**src/rtl/writeback_stage.sv**
```systemverilog
// WB stage: selects ALU/load/FPU result, drives int/FP regfile write ports, keeps a bypass copy and retire counters.
// Latency: data and write enables are combinational; bypass copy and counters update on the next rising edge. No backpressure.
module writeback_stage #(
  parameter int XLEN  = 32,
  parameter int CNT_W = 32
) (
  input  logic             clk,
  input  logic             rst,
  input  logic [XLEN-1:0]  alu_result_wb,
  input  logic [XLEN-1:0]  mem_rdata_wb,
  input  logic [XLEN-1:0]  fpu_result_wb,
  input  logic             mem_to_reg_wb,
  input  logic             fp_op_wb,
  input  logic             reg_write_wb,
  input  logic [4:0]       rd_addr_wb,
  output logic [XLEN-1:0]  wb_data,
  output logic             int_we,
  output logic             fp_we,
  output logic [4:0]       wb_rd_addr,
  output logic             fwd_valid,
  output logic             fwd_is_fp,
  output logic [4:0]       fwd_rd,
  output logic [XLEN-1:0]  fwd_data,
  output logic [CNT_W-1:0] cnt_alu,
  output logic [CNT_W-1:0] cnt_mem,
  output logic [CNT_W-1:0] cnt_fpu
);

  // Load data wins over FPU so that FLW retires the loaded word into the FP file.
  always_comb begin
    wb_data = alu_result_wb;
    if (mem_to_reg_wb) begin
      wb_data = mem_rdata_wb;
    end else if (fp_op_wb) begin
      wb_data = fpu_result_wb;
    end
  end

  assign wb_rd_addr = rd_addr_wb;
  assign int_we     = reg_write_wb & ~fp_op_wb & (rd_addr_wb != 5'd0);
  assign fp_we      = reg_write_wb & fp_op_wb;

  always_ff @(posedge clk) begin
    if (rst) begin
      fwd_valid <= 1'b0;
      fwd_is_fp <= 1'b0;
      fwd_rd    <= 5'd0;
      fwd_data  <= '0;
    end else if (int_we | fp_we) begin
      fwd_valid <= 1'b1;
      fwd_is_fp <= fp_we;
      fwd_rd    <= rd_addr_wb;
      fwd_data  <= wb_data;
    end else begin
      fwd_valid <= 1'b0;
    end
  end

  // Writes to x0 still count as retired, so counting keys off reg_write_wb alone.
  always_ff @(posedge clk) begin
    if (rst) begin
      cnt_alu <= '0;
      cnt_mem <= '0;
      cnt_fpu <= '0;
    end else if (reg_write_wb) begin
      if (mem_to_reg_wb) begin
        cnt_mem <= cnt_mem + CNT_W'(1);
      end else if (fp_op_wb) begin
        cnt_fpu <= cnt_fpu + CNT_W'(1);
      end else begin
        cnt_alu <= cnt_alu + CNT_W'(1);
      end
    end
  end

endmodule

```
**config.mk**
```make
export PLATFORM = sky130hd
export DESIGN_NAME = writeback_stage
export DESIGN_NICKNAME = d
export VERILOG_FILES = /design/src/rtl/writeback_stage.sv
export SDC_FILE = /design/constraint.sdc
export NUM_CORES = 1
export LEC_CHECK = 0
export CELL_PAD_IN_SITES_DETAIL_PLACEMENT = 1
export CELL_PAD_IN_SITES_GLOBAL_PLACEMENT = 2
export CORE_AREA = 8 8 179 181
export DETAILED_ROUTE_END_ITERATION = 10
export DIE_AREA = 0 0 187 189
export PLACE_DENSITY_LB_ADDON = 0.15
export SYNTH_ARGS = -nofsm -noshare
export SYNTH_HDL_FRONTEND = slang
export SYNTH_SLANG_ARGS = --single-unit
```
**constraint.sdc**
```tcl
create_clock -name clk -period 2.82 [get_ports clk]
set_input_delay 0.564 -clock clk [delete_from_list [all_inputs] [get_ports clk]]
set_output_delay 0.564 -clock clk [all_outputs]
set_load 0.01 [all_outputs]
```
# == Word-level counts from Yosys, hierarchy flattened ==
# Index checks and enable logic that the tools add are counted.
# word_totals
ff_bits,135
latchBits,0
ram_bits,0
rom_bits,0
input_bits,106
output_inout_bits,174
elab_cells,23
mem_count,0
# op_classes
add_sub_neg,3
n_mul,0
div_mod_pow,0
magnitude_cmp,0
eq_ne,0
shift,0
mux,3
bitwise,6
reduce_logical,4
# op_table
op,n
32-bit by 1-bit adder with 32-bit output (second input constant),3
32-bit 2-to-1 mux,2
3-bit AND reduction,2
5-bit nonzero test,1
1-bit AND,3
1-bit inverter,2
2-bit AND reduction,1
1-bit 2-to-1 mux,1
1-bit OR,1

# == Depth between registers and ports, before layout ==
# Gate-level depths: netlist of run 1.
# logic_depth
depth_word,5
ltp_mapped,7
depth_no_buf,5

# == Worst setup path after synthesis of run 1 ==
# No wires, ideal clock.
# synth_path
path_type,input -> register
from,input port fp_op_wb
to,register cnt_alu[31]
setup_time_ns,0.123
t_arrival_ns,2.299
required_time_ns,2.697
setup_slack_ns,0.398
path_stages,6
n_path_buf,2
path_cell_list,or3b_1 -> buf_2 -> or4_4 -> buf_6 -> nor4_2 -> mux2_1
# synth_via
elab_chain_len,2
# synth_rtl
element,line_no,rtl
from (decl),13,"input logic fp_op_wb,"
1-bit inverter (no source line),--,
3-bit AND reduction (no source line),--,
to (signal assigned),71,cnt_alu <= cnt_alu + CNT_W'(1);
to (decl),24,"output logic [CNT_W-1:0] cnt_alu,"
# Every way passes these cells.
# A chain may end at the register's enable or synchronous reset.

# == Final worst setup path of run 1 ==
# layout_path
from,input port alu_result_wb[11]
to,output port wb_data[11]
# layout_via
elab_chain_len,2
# layout_rtl
element,line_no,rtl
from (decl),9,"input logic [XLEN-1:0] alu_result_wb,"
32-bit 2-to-1 mux,34,end else if (fp_op_wb) begin
32-bit 2-to-1 mux,32,if (mem_to_reg_wb) begin
to (decl),16,"output logic [XLEN-1:0] wb_data,"
# Every way passes these cells.

==> impl_summary.txt, run 1 <==
----------------------------------------------------
[Status]
  Status ... finished clean

[Die]
  CORE AREA ... 29200 um^2
  DIE AREA ... 35300 um^2
  Num ports ... 280
  Die width ... 187 um
  Standard-cell row count ... 63
  Effective utilization at floorplan ... 22.6%
  Vertical die dimension ... 189 um

[Final layout]
  Area growth from synthesis to layout ... 62.1%
  Ant. Diodes ... 0
  Final nets ... 1228
  Number of filler cells placed in the layout ... 3420
  Ratio of cells with drive above 1 in the final layout ... 8.49%

[CTS]
  H-Tree Depth ... 4
  CTS tree ... done
  Setup fix buffers added after clock tree synthesis ... 0
  CTS root buffer ... clkbuf_16
  Number of CTS-inserted buffers ... 17
  Clk_lat worst skew ... 0.42 ns
  Max clock buf depth ... 2
  Number of clock sinks ... 135
  Hold-fix buffers, CTS ... 0
  CTS clk-pin slew, worst paths ... 0.06 ns

[Detailed routing]
  Detail-routed via count per cell ... 4.67
  Residual DRC count ... 0
  Initial detailed-routing violation count ... 214
  Drt total wl ... 27500 um
  Wirelength per Cell ... 18.1 um
  Number of detailed-routing iterations run before antenna repair ... 4
  Number of nets with antenna violations after detailed routing ... 0
  Vias ... 7106

[STA]
  Count of endpoints failing hold in the final timing report ... 0
  Count of endpoints failing setup in the final report ... 0
  Fmax ... 370 MHz
  Worst slew slack as a fraction of its limit ... 53.1%
  Final cycle utilization of the critical path ... 96.0%
  Setup slack of the critical path after layout ... 0.114 ns
  Setup Total Neg Slack ... 0 ns
  Shortest period the worst path allows ... 2.71 ns
  Final worst hold slack ... 0.453 ns
  Actual slew at the worst max-slew pin ... 0.704 ns
  Clock tree skew after final layout ... 0.0191 ns
  RSZ-0062 raised after global routing ... false
  Fin. max-slew vios ... 0

[Setup path]
  Critical-path maximum fanout ... 2
  Start-to-end type of the worst setup path ... in2out
  Required time at the worst-slack endpoint ... 2.26 ns
  Critical path capture point type ... primary output
  Worst Path Arrival ... 2.14 ns
  Worst setup SP type ... primary input

[Synth]
  Cell variety after synth ... 39
  Post-synthesis sequential element count ... 135
  Fraction of registers with async set/reset ... 0%
  Cells after synthesis ... 829
  Number of synthesized flops with an enable pin ... 0
  Synthesis warning total ... 0
  Register area share after synthesis ... 40.8%
  Post-synthesis instance area ... 6620 um^2
  Post-synthesis net count ... 938
  Post-Syn Area per Cell ... 7.98 um^2
  Primary flip-flop cell chosen by synthesis mapping ... dfxtp_1

[Power]
  Power Total ... 5.05 mW
  Maximum vdd drop ... 0.000375 V
  Leakage power of the design ... 3.72 nW
  Cell Pwr Density ... 471 nW/um^2

[Placed design]
  Post-DP HPWL ... 21200 um
  Port Buffer Count ... 279
  Weighted congestion at the end of routability-driven global placement ... 0.726
  Pre-CTS setup slack ... -0.225 ns

[Global routing]
  Wire length of the first global-routing pass ... 43400 um
  GRT Residual Overflow ... 0
  Via count of the first global-routing pass ... 7538
  Global Route Usage Sum ... 15.3%
  Pin count of the biggest net entering global routing ... 61
  Initial antenna violation count ... 0

[Min path]
  Hold WC Path Type ... reg2reg

[Job]
  # Max-Cap Violations ... 0

----------------------------------------------------
state kept, by name, summed over array words and instances, names as in the netlist:
register,flops
cnt_alu,32
cnt_fpu,32
cnt_mem,32
fwd_data,32
fwd_rd,5
fwd_is_fp,1
fwd_valid,1
synth_stat cells (9+ instances only):
cell type	count	area share [%]
xor2_1	16	2.1
inv_1	17	0.96
mux2i_1	33	5.0
nor2b_1	9	0.85
a21oi_1	94	7.1
or4_1	42	4.8
nand2_1	140	7.9
xnor2_1	14	1.9
nand4_1	23	2.2
dfxtp_1	135	41
nor4_1	11	1.0
clkbuf_1	45	2.6
nor2_1	43	2.4
nand3_1	30	2.3
and4_1	10	1.3
and3_1	13	1.2
o31ai_1	35	4.0
o21ai_0	51	3.9
or3_1	22	2.1
worst paths after layout:
check	from	end	slack, ns	cells after the start
max	alu_result_wb[11]	wb_data[11]	0.11	4
min	fwd_data[8]	fwd_data[8]	0.45	2
max reg2reg	cnt_fpu[0]	cnt_fpu[28]	0.46	6
min reg2reg	fwd_data[8]	fwd_data[8]	0.45	2
cell families (layout without fill, tap and decap cells):
kind of cell	count (synthesis)	in the layout	synth area share, %
compound gates	183	183	15.4
xor+xnor	30	30	3.97
fa+ha+maj	3	3	0.567
buf+inv	77	379	4.78
flops	135	135	40.8
mux	42	42	6.52
simple gates	359	359	28.0
layout make-up:
type | count | area, um^2 | area share, %
Inverter | 17 | 63.8 | 0.595
Timing Repair Buffer | 331 | 3240 | 30.2
Tap cell | 390 | 488 | 4.55
Sequential cell | 135 | 2700 | 25.2
Clock inverter | 13 | 193 | 1.80
Clock buffer | 18 | 429 | 4.00
Multi-Input combinational cell | 617 | 3610 | 33.7
power by group:
group          switching, mW  internal (mW)  leakage, nW
clock network          0.924           1.49        0.303
registers             0.0225           1.94         1.09
logic                  0.297          0.370         2.32
total                   1.24           3.81         3.72
cells in the final DEF, fill, tap and decap left out, types with 5 or more instances in the layout:
cell type / count
a21oi_1: 94
mux2i_1: 33
nor2_1: 43
xnor2_1: 14
and4_1: 10
nand3_1: 30
nand4_1: 23
clkbuf_16: 17
nor3_1: 5
nand2_1: 140
buf_12: 5
nor4_1: 11
o21ai_0: 49
clkdlybuf4s50_1: 275
dfxtp_1: 135
buf_4: 47
mux2_2: 8
or3_1: 22
inv_1: 17
and3_1: 13
o31ai_1: 34
or4_1: 42
nor2b_1: 9
xor2_1: 16
metal layers:
metal  track usage, %  part of all wire [%]  vias to the layer above
li1                 -                     -                     3553
met1             17.2                    42                     3360
met2             26.6                    49                      173
met3             6.33                   7.9                       20
met4             3.97                   1.3                        0
met5                0                     0                        -
per-stage QoR:
| step | utilization, % | cell area (um^2) | cells |
|---|---|---|---|
| after detailed placement | 34.5 | 10100 | 1490 |
| after CTS | 36.7 | 10700 | 1521 |
| final | 36.7 | 10700 | 1521 |
| after floorplan | - | 6620 | 829 |
| after global routing | 36.7 | 10700 | 1521 |
| after global placement | 34.5 | 10100 | 1490 |
critical path: stages:
cell and delay, ns:
clkdlybuf4s50_1 0.51, mux2i_1 0.08, o21ai_0 0.33, clkdlybuf4s50_1 0.66
timing repair:
action	CTS	global route
pin swaps	0	0
setup endpoints to repair	2	5
resized for setup	3	1
cloned	0	0
Power figures use the tool's default switching activity.
==> run 2, diff against run 1 <==
clock period = 2.55 ns   (was 2.82 ns; I/O delays follow)
==> run 2 against run 1 <==
Compared with the run above:
- worst hold slack improved by 0.00063 ns
- sequential cell count did not move
- via count rose by 2.1%
- clock skew shrank 0.0083 ns
- critical path depth up 1
- first-iteration DRC count is 5.1% lower
- total power rose by 14%
- die area is the same
- core utilization up 0.92 points
- global-route usage increased by 0.20 points
- count of clock-buffer cells in the layout shrank 1
- final area up 2.5%
- critical path type unchanged
- critical endpoint is now int_we
==> impl_summary.txt, run 2 (same netlist as run 1, synthesis figures left out) <==
----------------------------------------------------
[Setup path]
  Worst reg2reg path startpoint ... cnt_fpu[15]
  Required time at the worst-slack endpoint ... 2.04 ns
  Worst setup SP type ... primary input
  Critical path capture point type ... primary output
  Worst Path Arrival ... 1.98 ns
  R2R setup slack ... 0.34 ns
  Timing endpoint of the critical path ... int_we
  Start-to-end type of the worst setup path ... in2out
  Endpoint of the lowest-slack register-to-register path ... cnt_fpu[25]
  Critical-path maximum fanout ... 2
  Reg2Reg Depth ... 4
  Launch point of the worst path ... rd_addr_wb[0]

[Power]
  Internal Power ... 4.34 mW
  Switching part of the total power ... 24.4%
  Clock network fraction of total power ... 48.5%
  Proportion of power drawn by flip-flops and latches ... 37.9%
  Maximum vdd drop ... 0.000425 V
  Combinational cell fraction of total power ... 13.6%
  Power Total ... 5.74 mW
  Leakage power of the design ... 3.88 nW
  Reported net switching power ... 1.40 mW
  Cell Pwr Density ... 522 nW/um^2

[Final layout]
  Number of filler cells placed in the layout ... 3410
  Ratio of cells with drive above 1 in the final layout ... 11.0%
  Leading cell type in the layout, fill and taps excluded ... clkdlybuf4s50_1
  Final nets ... 1256
  Most frequent cells in the layout ... clkdlybuf4s50_1 (273), nand2_1 (140), dfxtp_1 (135)
  Area growth from synthesis to layout ... 66.1%

[Global routing]
  Wire length of the first global-routing pass ... 44100 um
  GRT Residual Overflow ... 0
  Global Route Usage Sum ... 15.5%
  Pin count of the biggest net entering global routing ... 70
  Initial antenna violation count ... 2
  Via count of the first global-routing pass ... 7631

[Detailed routing]
  Wirelength per Cell ... 17.9 um
  Residual DRC count ... 0
  Number of nets with antenna violations after detailed routing ... 0
  Detail-routed via count per cell ... 4.68
  Vias ... 7252
  Initial detailed-routing violation count ... 203
  Number of detailed-routing iterations run before antenna repair ... 4
  Drt total wl ... 27800 um

[CTS]
  Number of clock sinks ... 135
  H-Tree Depth ... 4
  CTS clk-pin slew, worst paths ... 0.05 ns
  Number of CTS-inserted buffers ... 17
  CTS tree ... done
  Clk_lat worst skew ... 0.42 ns
  CTS root buffer ... clkbuf_16
  Max clock buf depth ... 2

[Die]
  Effective utilization at floorplan ... 22.6%
  Standard-cell row count ... 63
  DIE AREA ... 35300 um^2
  Vertical die dimension ... 189 um
  Num ports ... 280
  CORE AREA ... 29200 um^2
  Die width ... 187 um

[Job]
  # Max-Cap Violations ... 0

[STA]
  Count of endpoints failing setup in the final report ... 0
  Count of endpoints failing hold in the final timing report ... 0
  Fmax ... 402 MHz
  RSZ-0062 raised after global routing ... false
  Shortest period the worst path allows ... 2.49 ns
  Final worst hold slack ... 0.453 ns
  Fin. max-slew vios ... 0
  Worst slew slack as a fraction of its limit ... 57.0%
  Clock tree skew after final layout ... 0.0108 ns
  Final cycle utilization of the critical path ... 97.7%
  Actual slew at the worst max-slew pin ... 0.645 ns

[Min path]
  Startpoint of the lowest-slack hold path ... fwd_data[26]
  Hold WC Path Type ... reg2reg

[Placed design]
  Port Buffer Count ... 279
  Weighted congestion at the end of routability-driven global placement ... 0.728
  Post-DP HPWL ... 21400 um

[Status]
  Status ... finished clean

----------------------------------------------------
[run 2: power by group through the flow]
stage          clock, mW  sequential (mW)  combinational, mW
2_1_floorplan          0             2.24              0.226
3_3_place_gp           0             2.22              0.796
3_5_place_dp           0             2.22              0.792
4_1_cts             2.87             2.18              0.797
5_1_grt             2.95             2.18              0.849
6_report            2.79             2.18              0.779
[run 2: metrics by stage]
stage                     instance area, um^2  utilization [%]  TNS [ns]  worst slack, ns  std cells
after global routing                    11000             37.6         0          0.00719       1550
after CTS                               11000             37.5         0           0.0318       1547
final                                   11000             37.6         0           0.0594       1550
after global placement                  10300             35.3     -8.83           -0.307       1517
after detailed placement                10300             35.3    -10.04           -0.325       1517
after floorplan                          6620                -         0            0.182        829
[run 2: critical path, cell delays in order]
cell	delay, ns
clkdlybuf4s50_1	0.43
or4_4	0.55
o21ai_2	0.16
inv_1	0.05
dlygate4sd2_1	0.28
[run 2: worst min path at each step]
| stage | cells after the start | to | slack, ns |
|---|---|---|---|
| 6_report | 2 | fwd_data[26] | 0.45 |
| 5_1_grt | 2 | fwd_data[30] | 0.48 |
| 4_1_cts | 2 | fwd_data[0] | 0.46 |
| 3_5_place_dp | 2 | fwd_data[9] | 0.45 |
| 3_3_place_gp | 2 | fwd_data[3] | 0.44 |
| 2_1_floorplan | 2 | fwd_data[0] | 0.48 |
[run 2: repair_timing]
action	CTS	global route
resized for setup	10	5
setup buffers	0	1
pin swaps	0	1
gates cloned	0	0
endpoints found under the hold margin	0	0
endpoints found under the setup margin	7	5
hold buffers	0	0
[run 2: layout make-up]
type / instances / area (um^2) / share of cell area [%]
diodes: 2 / 5.00 / 0.0455
repair buffers: 359 / 3460 / 31.5
multi-input cells: 617 / 3620 / 33.0
clock buffers: 17 / 425 / 3.87
inverters: 17 / 63.8 / 0.580
well taps: 390 / 488 / 4.44
flip-flops and latches: 135 / 2700 / 24.6
clock inverters: 13 / 221 / 2.01
[run 2: metal layers]
metal,GRT usage [%],share of wire [%]
met5,0,0
met4,3.91,1.3
met3,5.94,7.1
met2,27.2,50
met1,17.5,42
